## src/rtl/matrix_vec_mult_seq.sv

```systemverilog
// Sequential fixed-point NOS x NOS matrix by vector multiplier: one signed MAC, row-major.
// Optional build macro MATRIX_VEC_MULT_ROUND_EN adds round-half-up before the FRAC shift.
module matrix_vec_mult_seq #(
  parameter int WIDTH      = 16,
  parameter int NOS        = 4,
  parameter int INT_DIGITS = 16
) (
  input  logic             clk,
  input  logic             reset_n,
  input  logic             clk_en,
  input  logic             start_mult,
  input  logic [WIDTH-1:0] A [0:NOS-1][0:NOS-1],
  input  logic [WIDTH-1:0] B [0:NOS-1],
  output logic [WIDTH-1:0] res [0:NOS-1],
  output logic             end_mult,
  output logic             busy
);

  localparam int FRAC = WIDTH - INT_DIGITS;
  localparam int IW   = $clog2(NOS);
  localparam int ACCW = 2 * WIDTH + $clog2(NOS);
  localparam logic [IW-1:0] LAST = IW'(NOS - 1);
  localparam logic signed [ACCW-1:0] SAT_MAX = {{(ACCW-WIDTH+1){1'b0}}, {(WIDTH-1){1'b1}}};
  localparam logic signed [ACCW-1:0] SAT_MIN = {{(ACCW-WIDTH+1){1'b1}}, {(WIDTH-1){1'b0}}};

  typedef enum logic [1:0] {
    IDLE = 2'd0,
    MAC  = 2'd1,
    DONE = 2'd2
  } state_t;

  state_t                   state_q, state_d;
  logic [IW-1:0]            i_q, i_d, j_q, j_d;
  logic signed [ACCW-1:0]   acc_q, acc_d;
  logic [WIDTH-1:0]         res_q [0:NOS-1];
  logic [WIDTH-1:0]         res_d [0:NOS-1];
  logic                     end_mult_q, end_mult_d;
  logic                     busy_q, busy_d;

  logic signed [2*WIDTH-1:0] prod_s;
  logic signed [ACCW-1:0]    acc_final_s;
  logic signed [ACCW-1:0]    acc_rnd_s;
  logic signed [ACCW-1:0]    acc_shift_s;
  logic [WIDTH-1:0]          sat_s;

  function automatic logic [WIDTH-1:0] sat_f(input logic signed [ACCW-1:0] v);
    logic [WIDTH-1:0] r;
    if (v > SAT_MAX) begin
      r = {1'b0, {(WIDTH-1){1'b1}}};
    end else if (v < SAT_MIN) begin
      r = {1'b1, {(WIDTH-1){1'b0}}};
    end else begin
      r = v[WIDTH-1:0];
    end
    return r;
  endfunction

  assign prod_s      = $signed(A[i_q][j_q]) * $signed(B[j_q]);
  assign acc_final_s = acc_q + {{(ACCW-2*WIDTH){prod_s[2*WIDTH-1]}}, prod_s};

`ifdef MATRIX_VEC_MULT_ROUND_EN
  localparam logic signed [ACCW-1:0] RND_C = (FRAC > 0) ?
    ({{(ACCW-1){1'b0}}, 1'b1} << ((FRAC > 0) ? (FRAC - 1) : 0)) : {ACCW{1'b0}};
  assign acc_rnd_s = acc_final_s + RND_C;
`else
  assign acc_rnd_s = acc_final_s;
`endif

  // Arithmetic shift floors toward -inf; saturation then clamps to the element range.
  assign acc_shift_s = acc_rnd_s >>> FRAC;
  assign sat_s       = sat_f(acc_shift_s);

  // Next-state, counter, accumulator and result-row update.
  always_comb begin
    state_d = state_q;
    i_d     = i_q;
    j_d     = j_q;
    acc_d   = acc_q;
    for (int k = 0; k < NOS; k++) begin
      res_d[k] = res_q[k];
    end
    case (state_q)
      IDLE: begin
        if (start_mult) begin
          state_d = MAC;
          i_d     = {IW{1'b0}};
          j_d     = {IW{1'b0}};
          acc_d   = {ACCW{1'b0}};
        end else begin
          state_d = IDLE;
        end
      end
      MAC: begin
        if (j_q == LAST) begin
          res_d[i_q] = sat_s;
          acc_d      = {ACCW{1'b0}};
          j_d        = {IW{1'b0}};
          if (i_q == LAST) begin
            state_d = DONE;
            i_d     = {IW{1'b0}};
          end else begin
            i_d = i_q + IW'(1);
          end
        end else begin
          acc_d = acc_final_s;
          j_d   = j_q + IW'(1);
        end
      end
      DONE: begin
        state_d = IDLE;
      end
      default: begin
        state_d = IDLE;
      end
    endcase
    end_mult_d = (state_d == DONE);
    busy_d     = (state_d != IDLE);
  end

  // State and datapath registers; everything holds while clk_en is low.
  always_ff @(posedge clk or negedge reset_n) begin
    if (!reset_n) begin
      state_q    <= IDLE;
      i_q        <= {IW{1'b0}};
      j_q        <= {IW{1'b0}};
      acc_q      <= {ACCW{1'b0}};
      end_mult_q <= 1'b0;
      busy_q     <= 1'b0;
      for (int k = 0; k < NOS; k++) begin
        res_q[k] <= {WIDTH{1'b0}};
      end
    end else if (clk_en) begin
      state_q    <= state_d;
      i_q        <= i_d;
      j_q        <= j_d;
      acc_q      <= acc_d;
      end_mult_q <= end_mult_d;
      busy_q     <= busy_d;
      for (int k = 0; k < NOS; k++) begin
        res_q[k] <= res_d[k];
      end
    end
  end

  assign res      = res_q;
  assign end_mult = end_mult_q;
  assign busy     = busy_q;

endmodule

```

## config.mk

```make
export PLATFORM = sky130hd
export DESIGN_NAME = matrix_vec_mult_seq
export DESIGN_NICKNAME = d
export VERILOG_FILES = /design/src/rtl/matrix_vec_mult_seq.sv
export SDC_FILE = /design/constraint.sdc
export NUM_CORES = 1
export LEC_CHECK = 0
export ABC_AREA = 1
export ABC_CLOCK_PERIOD_IN_PS = 11800
export BUFFER_PORTS_ARGS = -buffer_cell sky130_fd_sc_hd__buf_2
export CAP_MARGIN = 25
export CORE_AREA = 2 2 223 225
export CTS_CLUSTER_SIZE = 25
export DETAILED_ROUTE_END_ITERATION = 8
export DIE_AREA = 0 0 225 227
export GPL_TIMING_DRIVEN = 0
export MAX_ROUTING_LAYER = met4
export PLACE_DENSITY = 0.72
export SLEW_MARGIN = 20
export SYNTH_ARGS = -nofsm -noshare
export SYNTH_HDL_FRONTEND = slang
export SYNTH_SLANG_ARGS = --single-unit
```

## constraint.sdc

```tcl
create_clock -name clk -period 11.8 [get_ports clk]
set_input_delay 0 -clock clk [delete_from_list [all_inputs] [get_ports clk]]
set_output_delay 0 -clock clk [all_outputs]
set_load 0.02 [all_outputs]
```

==> results of run 1 <==
-- layer usage --
layer	vias up	part of all wire, %	track usage [%]
met3	237	8.9	5.89
met2	979	45	46.5
met1	9219	40	35.7
li1	9076	-	-
met5	-	0	-
met4	0	6.1	15.4
-- cells by family after synthesis --
family | Yosys count | share of synthesized area [%]
fa+ha+maj | 385 | 35.3
xor+xnor | 46 | 2.09
buf+inv | 584 | 11.6
simple gates | 1123 | 24.3
compound gates | 405 | 12.9
flops | 106 | 13.8
-- area by class of cell --
class                           instances  area (um^2)  share of cell area [%]
Antenna cell                            7         17.5                  0.0781
Buffer                                103          452                    2.01
Clock buffer                            9          225                    1.00
Clock inverter                          7         92.6                   0.413
Inverter                              481         1810                    8.07
Multi-Input combinational cell       1959        14400                    64.2
Sequential cell                       106         2650                    11.8
Tap cell                              622          778                    3.47
Timing Repair Buffer                  392         2000                    8.92
-- how the worst min path moves through the flow --
stage                      end  startpoint  cells after the start
floorplan             acc_q[0]     reset_n                      0
global placement    state_q[1]      clk_en                      2
detailed placement     res[22]     reset_n                      1
CTS                 state_q[0]  start_mult                      3
global route        state_q[0]  start_mult                      3
finish              state_q[0]  start_mult                      3
-- registers in the layout, indices dropped and copies added, names as in the netlist --
name	cells
acc_q	34
busy	1
res	64
end_mult	1
state_q	2
i_q	2
j_q	2
-- worst max-delay path: cells and delay by family (launching register included) --
kind	cells	cell delay, ps
AO/OA/AOI/OAI	8	1680
adder cells (fa/ha/maj)	8	3440
buffers and inverters	8	1870
flip-flops	1	470
AND/OR/NAND/NOR	27	3490
-- cell usage after synthesis, drive strengths merged (4+ instances only) --
cell    instances
clkbuf         96
a21oi          73
nand2         656
a22o           11
nand4          14
nor2          341
a32o            5
xor2           24
nor4            4
nand3          68
o211ai         20
ha            122
buf             7
o21bai         15
fa            263
a32oi          14
o22ai          21
dfrtp         106
nor3           18
or2            17
inv           476
clkinv          5
nand3b          5
xnor2          22
o21ai         183
o221ai         47
-- timing repair --
item | CTS | global route
hold buffers | 2 | 0
gates resized for setup | 0 | 48
hold endpoints to repair | 64 | 0
setup endpoints to repair | 0 | 65
-- through the flow --
stage	hold slack (ps)	area [um^2]	utilization, %	instances	setup WS, ps
2_1_floorplan	-296	19200	-	2649	3020
3_3_place_gp	232	22000	45.3	3660	332
3_5_place_dp	-43.3	22000	45.3	3661	320
4_1_cts	10.1	22300	46.0	3679	282
5_1_grt	18.3	22400	46.2	3685	7.57
6_report	26.0	22400	46.2	3686	709
==> results.py, run 1 <==
metrics = {
    "run_status": {
        "outcome": "finished, final reports clean",
    },
    "die": {
        "io_pins": 390,
        "core_mm2": 0.0485,
        "dieArea_mm2": 0.0511,
        "die_h_um": 227,
        "start_util_pct": 39.6,
        "die_w_um": 225,
        "num_rows": 81,
    },
    "critical_path": {
        "r2r_end": "res[18]",
        "reg2reg_depth": 51,
        "endpoint_kind": "flop",
        "worst_path_max_delay_cell": "fa_1",
        "cp.required_ps": 12060,
        "slowest_delay_ps": 550,
        "crit_top_cell": "nand2_1",
        "crit_start": "i_q[0]",
        "rrSetupSlack_ps": 710,
        "cp.arrival_ps": 11350,
        "cp-start-kind": "flop",
        "reg2reg_from": "i_q[0]",
        "worst-path-max-fanout": 10,
        "criticalPathCategory": "flop to flop",
        "critical_path.endpoint": "res[18]",
    },
    "grt": {
        "grt_pass1_vias": 19643,
        "grt_first_pass_wirelength_um": 112000,
        "antenna_found_initial": 6,
        "grtUsageTotal_pct": 29.4,
        "grt_max_degree": 66,
        "grt_overflow": 0,
    },
    "final_layout": {
        "areaGrowthSynthToFinish_pct": 16.5,
        "layout-drive-gt1-share_pct": 16.8,
        "layout_common_cells": "616 x nand2_1, 469 x inv_1, 391 x buf_2, 338 x nor2_1, 263 x fa_1",
        "n_fill_cell": 4893,
        "final_common_cell": "nand2_1",
        "finalNetCount": 3761,
    },
    "hold_path": {
        "hold_class": "input pin to flop",
    },
    "sta": {
        "skew_ps": 16.1,
        "rsz0062_at_grt": "false",
        "worst_pin_slew_ps": 1020,
        "setup_viol": 0,
        "clock.fmax_mhz": 90.2,
        "period_share_pct": 94.0,
        "setup_tns_ps": 0,
        "finalHoldViolCount": 0,
        "min_period_ps": 11090,
        "slew_headroom_pct": 32.1,
        "slew_viol_final": 0,
    },
    "routing": {
        "vias": 19511,
        "wl_per_cell_um": 19.4,
        "drt_iter0_drc": 1463,
        "postRouteAntennaNets": 0,
        "drc": 0,
        "viasPerCell": 5.29,
        "drt_pass1_iterations": 8,
        "routed_wl_um": 71700,
    },
    "clock_network": {
        "cts_max_path_buffers": 2,
        "postCtsSetupRepairBufs": 0,
        "cts_sinks": 106,
        "cts_root_buffer": "clkbuf_16",
        "cts_tree": "built",
        "clk-insertion-delay-late_ps": 360,
        "clk_pin_slew_ps": 90,
        "htree_levels": 3,
        "numCtsBuffers": 9,
    },
    "run": {
        "cap_violations": 0,
    },
    "placed_design": {
        "place.port_buffers": 389,
        "hpwl_um": 59800,
        "place_congestion": 1.01,
    },
    "logic_synthesis": {
        "yosys-top-cells-area": "fa_1 27%, dfrtp_1 14%, nand2_1 12%, inv_1 9.1%, ha_1 7.9%",
        "synth.distinct_cells": 48,
        "synth_edf_count": 0,
        "synth_cells": 2649,
        "yosys.area.top_type_share_pct": 27.4,
        "ys.flop_type": "dfrtp_1",
        "synth_seq_cells": 106,
        "synth_top_cell_by_area": "fa_1",
        "syn_area_mm2": 0.0192,
        "ys_seq_area_share_pct": 13.8,
        "syn_area_per_cell_um2": 7.27,
        "syn_nets": 3358,
        "yosys_warnings": 0,
        "async_flop_share_pct": 100,
    },
}
Power of run 1 is not shown: default switching activity piles up to over one toggle a cycle in this logic, so the estimate is an artifact.
==> run 2, diff against run 1 <==
--- a/config.mk
+++ b/config.mk
@@ -5,14 +5,14 @@
 export SDC_FILE = /design/constraint.sdc
 export NUM_CORES = 1
 export LEC_CHECK = 0
-export ABC_AREA = 1
+export ABC_AREA = 0
 export ABC_CLOCK_PERIOD_IN_PS = 11800
 export BUFFER_PORTS_ARGS = -buffer_cell sky130_fd_sc_hd__buf_2
 export CAP_MARGIN = 25
-export CORE_AREA = 2 2 223 225
+export CORE_AREA = 2 2 217 219
 export CTS_CLUSTER_SIZE = 25
 export DETAILED_ROUTE_END_ITERATION = 8
-export DIE_AREA = 0 0 225 227
+export DIE_AREA = 0 0 219 221
 export GPL_TIMING_DRIVEN = 0
 export MAX_ROUTING_LAYER = met4
 export PLACE_DENSITY = 0.72
==> results.py, run 2 <==
metrics = {
    "logic_synthesis": {
        "synth.distinct_cells": 69,
        "synth_top_cell_by_area": "fa_1",
        "synth_commonest_cells": "342 x inv_1, 263 x fa_1, 205 x nor2_1, 192 x nand2_1, 122 x ha_1",
        "synthXorXnorAreaFrac_pct": 3.09,
        "synth_compound_area_share_pct": 12.0,
        "syn_area_mm2": 0.0183,
        "ys.flop_type": "dfrtp_1",
        "yosysMostFrequentCell": "inv_1",
        "synth_fa_ha_area_share_pct": 37.1,
        "ys_seq_area_share_pct": 14.5,
        "synth-simple-area-share_pct": 12.2,
        "yosys-top-cells-area": "fa_1 29%, dfrtp_1 14%, mux4_2 10%, ha_1 8.3%, inv_1 7.0%",
        "synth_edf_count": 0,
        "synth_seq_cells": 106,
        "synthMuxAreaShare_pct": 12.0,
        "synth_cells": 1906,
        "syn_nets": 2615,
        "syn_area_per_cell_um2": 9.61,
        "yosys_warnings": 0,
        "async_flop_share_pct": 100,
        "yosys.area.top_type_share_pct": 28.8,
        "synth_top_family_by_area": "adder cells",
    },
    "clock_network": {
        "htree_levels": 3,
        "cts_tree": "built",
        "numCtsBuffers": 9,
        "clk-insertion-delay-late_ps": 370,
        "cts_sinks": 106,
        "clk_pin_slew_ps": 80,
        "cts_root_buffer": "clkbuf_16",
        "cts_max_path_buffers": 2,
    },
    "critical_path": {
        "criticalPathCategory": "flop to flop",
        "reg2reg_depth": 38,
        "cp-start-kind": "flop",
        "rrSetupSlack_ps": 610,
        "cp.required_ps": 12090,
        "worst_path_max_delay_cell": "clkbuf_1",
        "worst-path-max-fanout": 10,
        "endpoint_kind": "flop",
        "slowest_delay_ps": 600,
        "cp.arrival_ps": 11480,
        "crit_top_cell": "fa_1",
    },
    "routing": {
        "drt_iter0_drc": 1122,
        "postRouteAntennaNets": 0,
        "drc": 0,
        "viasPerCell": 5.38,
        "drt_pass1_iterations": 7,
        "wl_met2_um": 30000,
        "vias": 15810,
        "m1WireLength_um": 24900,
        "top_layer_used": "met4",
        "wl_per_cell_um": 20.9,
        "met3RoutedLength_um": 4910,
        "routed_wl_um": 61500,
    },
    "sta": {
        "slew_viol_final": 0,
        "period_share_pct": 94.8,
        "finalHoldViolCount": 0,
        "min_period_ps": 11190,
        "worst_pin_slew_ps": 834,
        "slew_headroom_pct": 44.0,
        "setup_viol": 0,
        "clock.fmax_mhz": 89.4,
        "skew_ps": 16.1,
    },
    "placed_design": {
        "place.port_buffers": 389,
        "placed_area_mm2": 0.0211,
        "place_congestion": 1.13,
        "hpwl_um": 52900,
    },
    "grt": {
        "antenna_found_initial": 14,
        "grt_pass1_vias": 16642,
        "grt_overflow": 0,
        "grt_first_pass_wirelength_um": 95500,
        "grtUsageTotal_pct": 26.4,
        "grt_max_degree": 77,
    },
    "die": {
        "die_w_um": 219,
        "dieArea_mm2": 0.0484,
        "num_rows": 79,
        "core_mm2": 0.0461,
        "start_util_pct": 39.7,
        "die_h_um": 221,
        "io_pins": 390,
    },
    "final_layout": {
        "layout-drive-gt1-share_pct": 27.5,
        "areaGrowthSynthToFinish_pct": 17.9,
        "largest_register_ffs": 64,
        "stdcell_area_mm2": 0.0216,
        "final_common_cell": "buf_2",
        "finalNetCount": 3022,
        "layout_common_cells": "394 x buf_2, 336 x inv_1, 263 x fa_1, 205 x nor2_1, 192 x nand2_1",
    },
    "run": {
        "cap_violations": 0,
    },
    "hold_path": {
        "holdPathStages": 4,
        "hold_class": "input pin to flop",
    },
    "run_status": {
        "outcome": "finished, final reports clean",
    },
}
## run 2: per-layer routing
| metal | track usage [%] | vias to the layer above |
|---|---|---|
| li1 | - | 7041 |
| met4 | 6.91 | 0 |
| met5 | - | - |
| met2 | 42.4 | 709 |
| met3 | 4.19 | 97 |
| met1 | 34.9 | 7963 |
## run 2: critical path: cells and delay by family (launching register included)
| kind | cells | cell delay (ps) |
|---|---|---|
| adders and majority gates | 8 | 3670 |
| AOI/OAI and AO/OA | 12 | 2830 |
| buffers and inverters | 8 | 1780 |
| muxes | 2 | 980 |
| and+or+nand+nor | 6 | 950 |
| DFF | 1 | 480 |
| xor gates and xnor gates | 2 | 380 |
## run 2: final cells by class
| class | count | area, um^2 |
|---|---|---|
| Clock buffer | 9 | 225 |
| Buffer | 84 | 445 |
| Tap cell | 607 | 759 |
| Timing Repair Buffer | 397 | 2050 |
| Inverter | 342 | 1300 |
| Multi-Input combinational cell | 1373 | 14000 |
| Sequential cell | 106 | 2650 |
| Clock inverter | 7 | 88.8 |
| Antenna cell | 13 | 32.5 |
| Fill cell | 4420 | 24500 |
## run 2: worst paths after layout
check | to | from
worst max-delay path | res[45] | i_q[1]
worst min-delay path | state_q[0] | start_mult
worst max register to register | res[45] | i_q[1]
worst min register to register | res[15] | res[15]
max in group asynchronous | acc_q[18] | reset_n
min in group asynchronous | res[24] | reset_n
## run 2: through the flow
stage | TNS (ps) | utilization (%) | worst slack [ps] | hold WS (ps) | cells
after global routing | -2.45 | 46.9 | -1.13 | 116 | 2938
after detailed placement | -40470 | 45.7 | -726 | -102 | 2904
after global placement | -78130 | 45.6 | -1310 | 286 | 2902
after floorplan | 0 | - | 1350 | -296 | 1906
after CTS | 0 | 46.5 | 17.6 | 71.5 | 2922
final | 0 | 46.9 | 611 | 108 | 2938
## run 2: cells by family (layout without fill, tap and decap cells)
logic type | after synthesis | after routing
adders and majority gates | 385 | 385
AOI/OAI and AO/OA | 305 | 305
xor gates and xnor gates | 62 | 62
buffers and inverters | 427 | 839
muxes | 111 | 111
DFF | 106 | 106
other | 0 | 13
and+or+nand+nor | 510 | 510
## run 2: what timing repair did
item | 4_1_cts | 5_1_grt
buffers inserted | 0 | 4
resized for setup | 23 | 56
hold endpoints to repair | 111 | 0
hold buffers | 2 | 0
endpoints found under the setup margin | 65 | 65
Power of run 2 is left out for the same reason.
==> run 3, diff against run 2 <==
--- a/config.mk
+++ b/config.mk
@@ -9,13 +9,13 @@
 export ABC_CLOCK_PERIOD_IN_PS = 11800
 export BUFFER_PORTS_ARGS = -buffer_cell sky130_fd_sc_hd__buf_2
 export CAP_MARGIN = 25
-export CORE_AREA = 2 2 217 219
+export CORE_AREA = 2 2 186 188
 export CTS_CLUSTER_SIZE = 25
 export DETAILED_ROUTE_END_ITERATION = 8
-export DIE_AREA = 0 0 219 221
+export DIE_AREA = 0 0 188 190
 export GPL_TIMING_DRIVEN = 0
 export MAX_ROUTING_LAYER = met4
-export PLACE_DENSITY = 0.72
+export PLACE_DENSITY = 0.91
 export SLEW_MARGIN = 20
 export SYNTH_ARGS = -nofsm -noshare
 export SYNTH_HDL_FRONTEND = slang
==> results.py, run 3 (synthesis results as in run 2) <==
metrics = {
    "critical_path": {
        "slowest_delay_ps": 570,
        "critical_path.endpoint": "res[43]",
        "rrSetupSlack_ps": 360,
        "reg2reg_depth": 39,
        "crit_start": "i_q[1]",
        "r2r_end": "res[43]",
        "worst-path-max-fanout": 10,
        "criticalPathCategory": "flop to flop",
        "cp.depth": 39,
        "cp.required_ps": 12090,
        "crit_buf_inv": 9,
        "worst_path_max_delay_cell": "mux4_2",
        "cp.arrival_ps": 11730,
        "critPathTopFamily": "adder cells",
        "cp-start-kind": "flop",
        "crit_top_cell": "fa_1",
        "endpoint_kind": "flop",
        "reg2reg_from": "i_q[1]",
    },
    "routing": {
        "vias": 16202,
        "drc": 0,
        "postRouteAntennaNets": 0,
        "drt_pass1_iterations": 5,
        "routed_wl_um": 61800,
        "wl_per_cell_um": 22.3,
        "drt_iter0_drc": 1392,
        "viasPerCell": 5.84,
    },
    "clock_network": {
        "postCtsSetupRepairBufs": 0,
        "cts_root_buffer": "clkbuf_16",
        "cts_tree": "built",
        "clk_pin_slew_ps": 80,
        "cts_sinks": 106,
        "numCtsBuffers": 9,
        "clk-insertion-delay-late_ps": 360,
        "cts_max_path_buffers": 2,
        "htree_levels": 3,
    },
    "die": {
        "dieArea_mm2": 0.0357,
        "die_w_um": 188,
        "io_pins": 390,
        "num_rows": 68,
        "die_h_um": 190,
        "start_util_pct": 53.9,
        "core_mm2": 0.0339,
    },
    "grt": {
        "grt_overflow": 0,
        "grtUsageTotal_pct": 35.8,
        "grt_max_degree": 60,
        "globalRouteMet2Util_pct": 56.2,
        "met3_usage_pct": 7.82,
        "grt_use_met1_pct": 46.1,
        "antenna_found_initial": 10,
        "grt_first_pass_wirelength_um": 94200,
        "grt_pass1_vias": 16905,
        "busiest_layer": "met2",
    },
    "sta": {
        "slew_viol_final": 0,
        "slew_headroom_pct": 40.8,
        "worst_pin_slew_ps": 887,
        "min_period_ps": 11440,
        "finalHoldViolCount": 0,
        "period_share_pct": 97.0,
        "rsz0062_at_grt": "false",
        "skew_ps": 11.0,
        "setup_viol": 0,
        "clock.fmax_mhz": 87.4,
    },
    "final_layout": {
        "layout-drive-gt1-share_pct": 27.6,
        "layout_common_cells": "394 x buf_2, 338 x inv_1, 263 x fa_1, 205 x nor2_1, 192 x nand2_1",
        "final_common_cell": "buf_2",
        "finalNetCount": 3016,
        "areaGrowthSynthToFinish_pct": 16.5,
        "final_cells": 2775,
        "largest_register_ffs": 64,
    },
    "placed_design": {
        "place.port_buffers": 389,
        "dp.cells": 2751,
        "place_congestion": 0.974,
        "hpwl_um": 52500,
    },
    "run_status": {
        "outcome": "finished, final reports clean",
    },
    "run": {
        "cap_violations": 0,
    },
    "hold_path": {
        "hold_class": "input pin to flop",
    },
}
run 3: worst min-delay path by stage:
stage          startpoint         end  depth (start not counted)
2_1_floorplan     reset_n    acc_q[0]                          0
3_3_place_gp       clk_en  state_q[1]                          2
3_5_place_dp      reset_n     res[60]                          1
4_1_cts        start_mult  state_q[0]                          4
5_1_grt        start_mult  state_q[0]                          4
6_report       start_mult  state_q[0]                          4
run 3: tightest hold or removal path, delay by kind of cell:
kind,cells,cell delay (ps)
AO/OA/AOI/OAI,3,310
buffers and inverters,1,110
run 3: cell type report:
cell class | instances | area, um^2
fill | 2788 | 12600
timing repair buffer | 392 | 2000
tap | 455 | 569
clock buffer | 9 | 225
buffer | 83 | 444
clock inverter | 7 | 105
multi-input combinational | 1373 | 14000
inverter | 342 | 1290
sequential | 106 | 2650
antenna | 8 | 20.0
run 3: metal layers:
| layer | wire length (um) | vias to the layer above | share of wire, % |
|---|---|---|---|
| met5 | 0 | - | 0 |
| met2 | 29300 | 940 | 47 |
| met1 | 23700 | 8110 | 38 |
| met3 | 6490 | 138 | 11 |
| li1 | - | 7014 | - |
| met4 | 2260 | 0 | 3.7 |
run 3: what timing repair did:
item,in CTS,in global routing
pin swaps,0,0
gates resized for setup,29,49
endpoints found under the setup margin,66,65
hold buffers,2,0
gates cloned,0,0
endpoints found under the hold margin,71,0
run 3: metrics by stage:
step	hold slack (ps)	cell area [um^2]	setup WS, ps	setup TNS, ps	utilization (%)
5_1_grt	180	21300	3.21	0	62.8
2_1_floorplan	-296	18300	1350	0	-
4_1_cts	101	21300	13.2	0	62.6
3_3_place_gp	264	20800	-1220	-73280	61.3
6_report	107	21300	358	0	62.8
3_5_place_dp	-32.3	20900	-931	-53400	61.5
Power of run 3 is left out for the same reason.
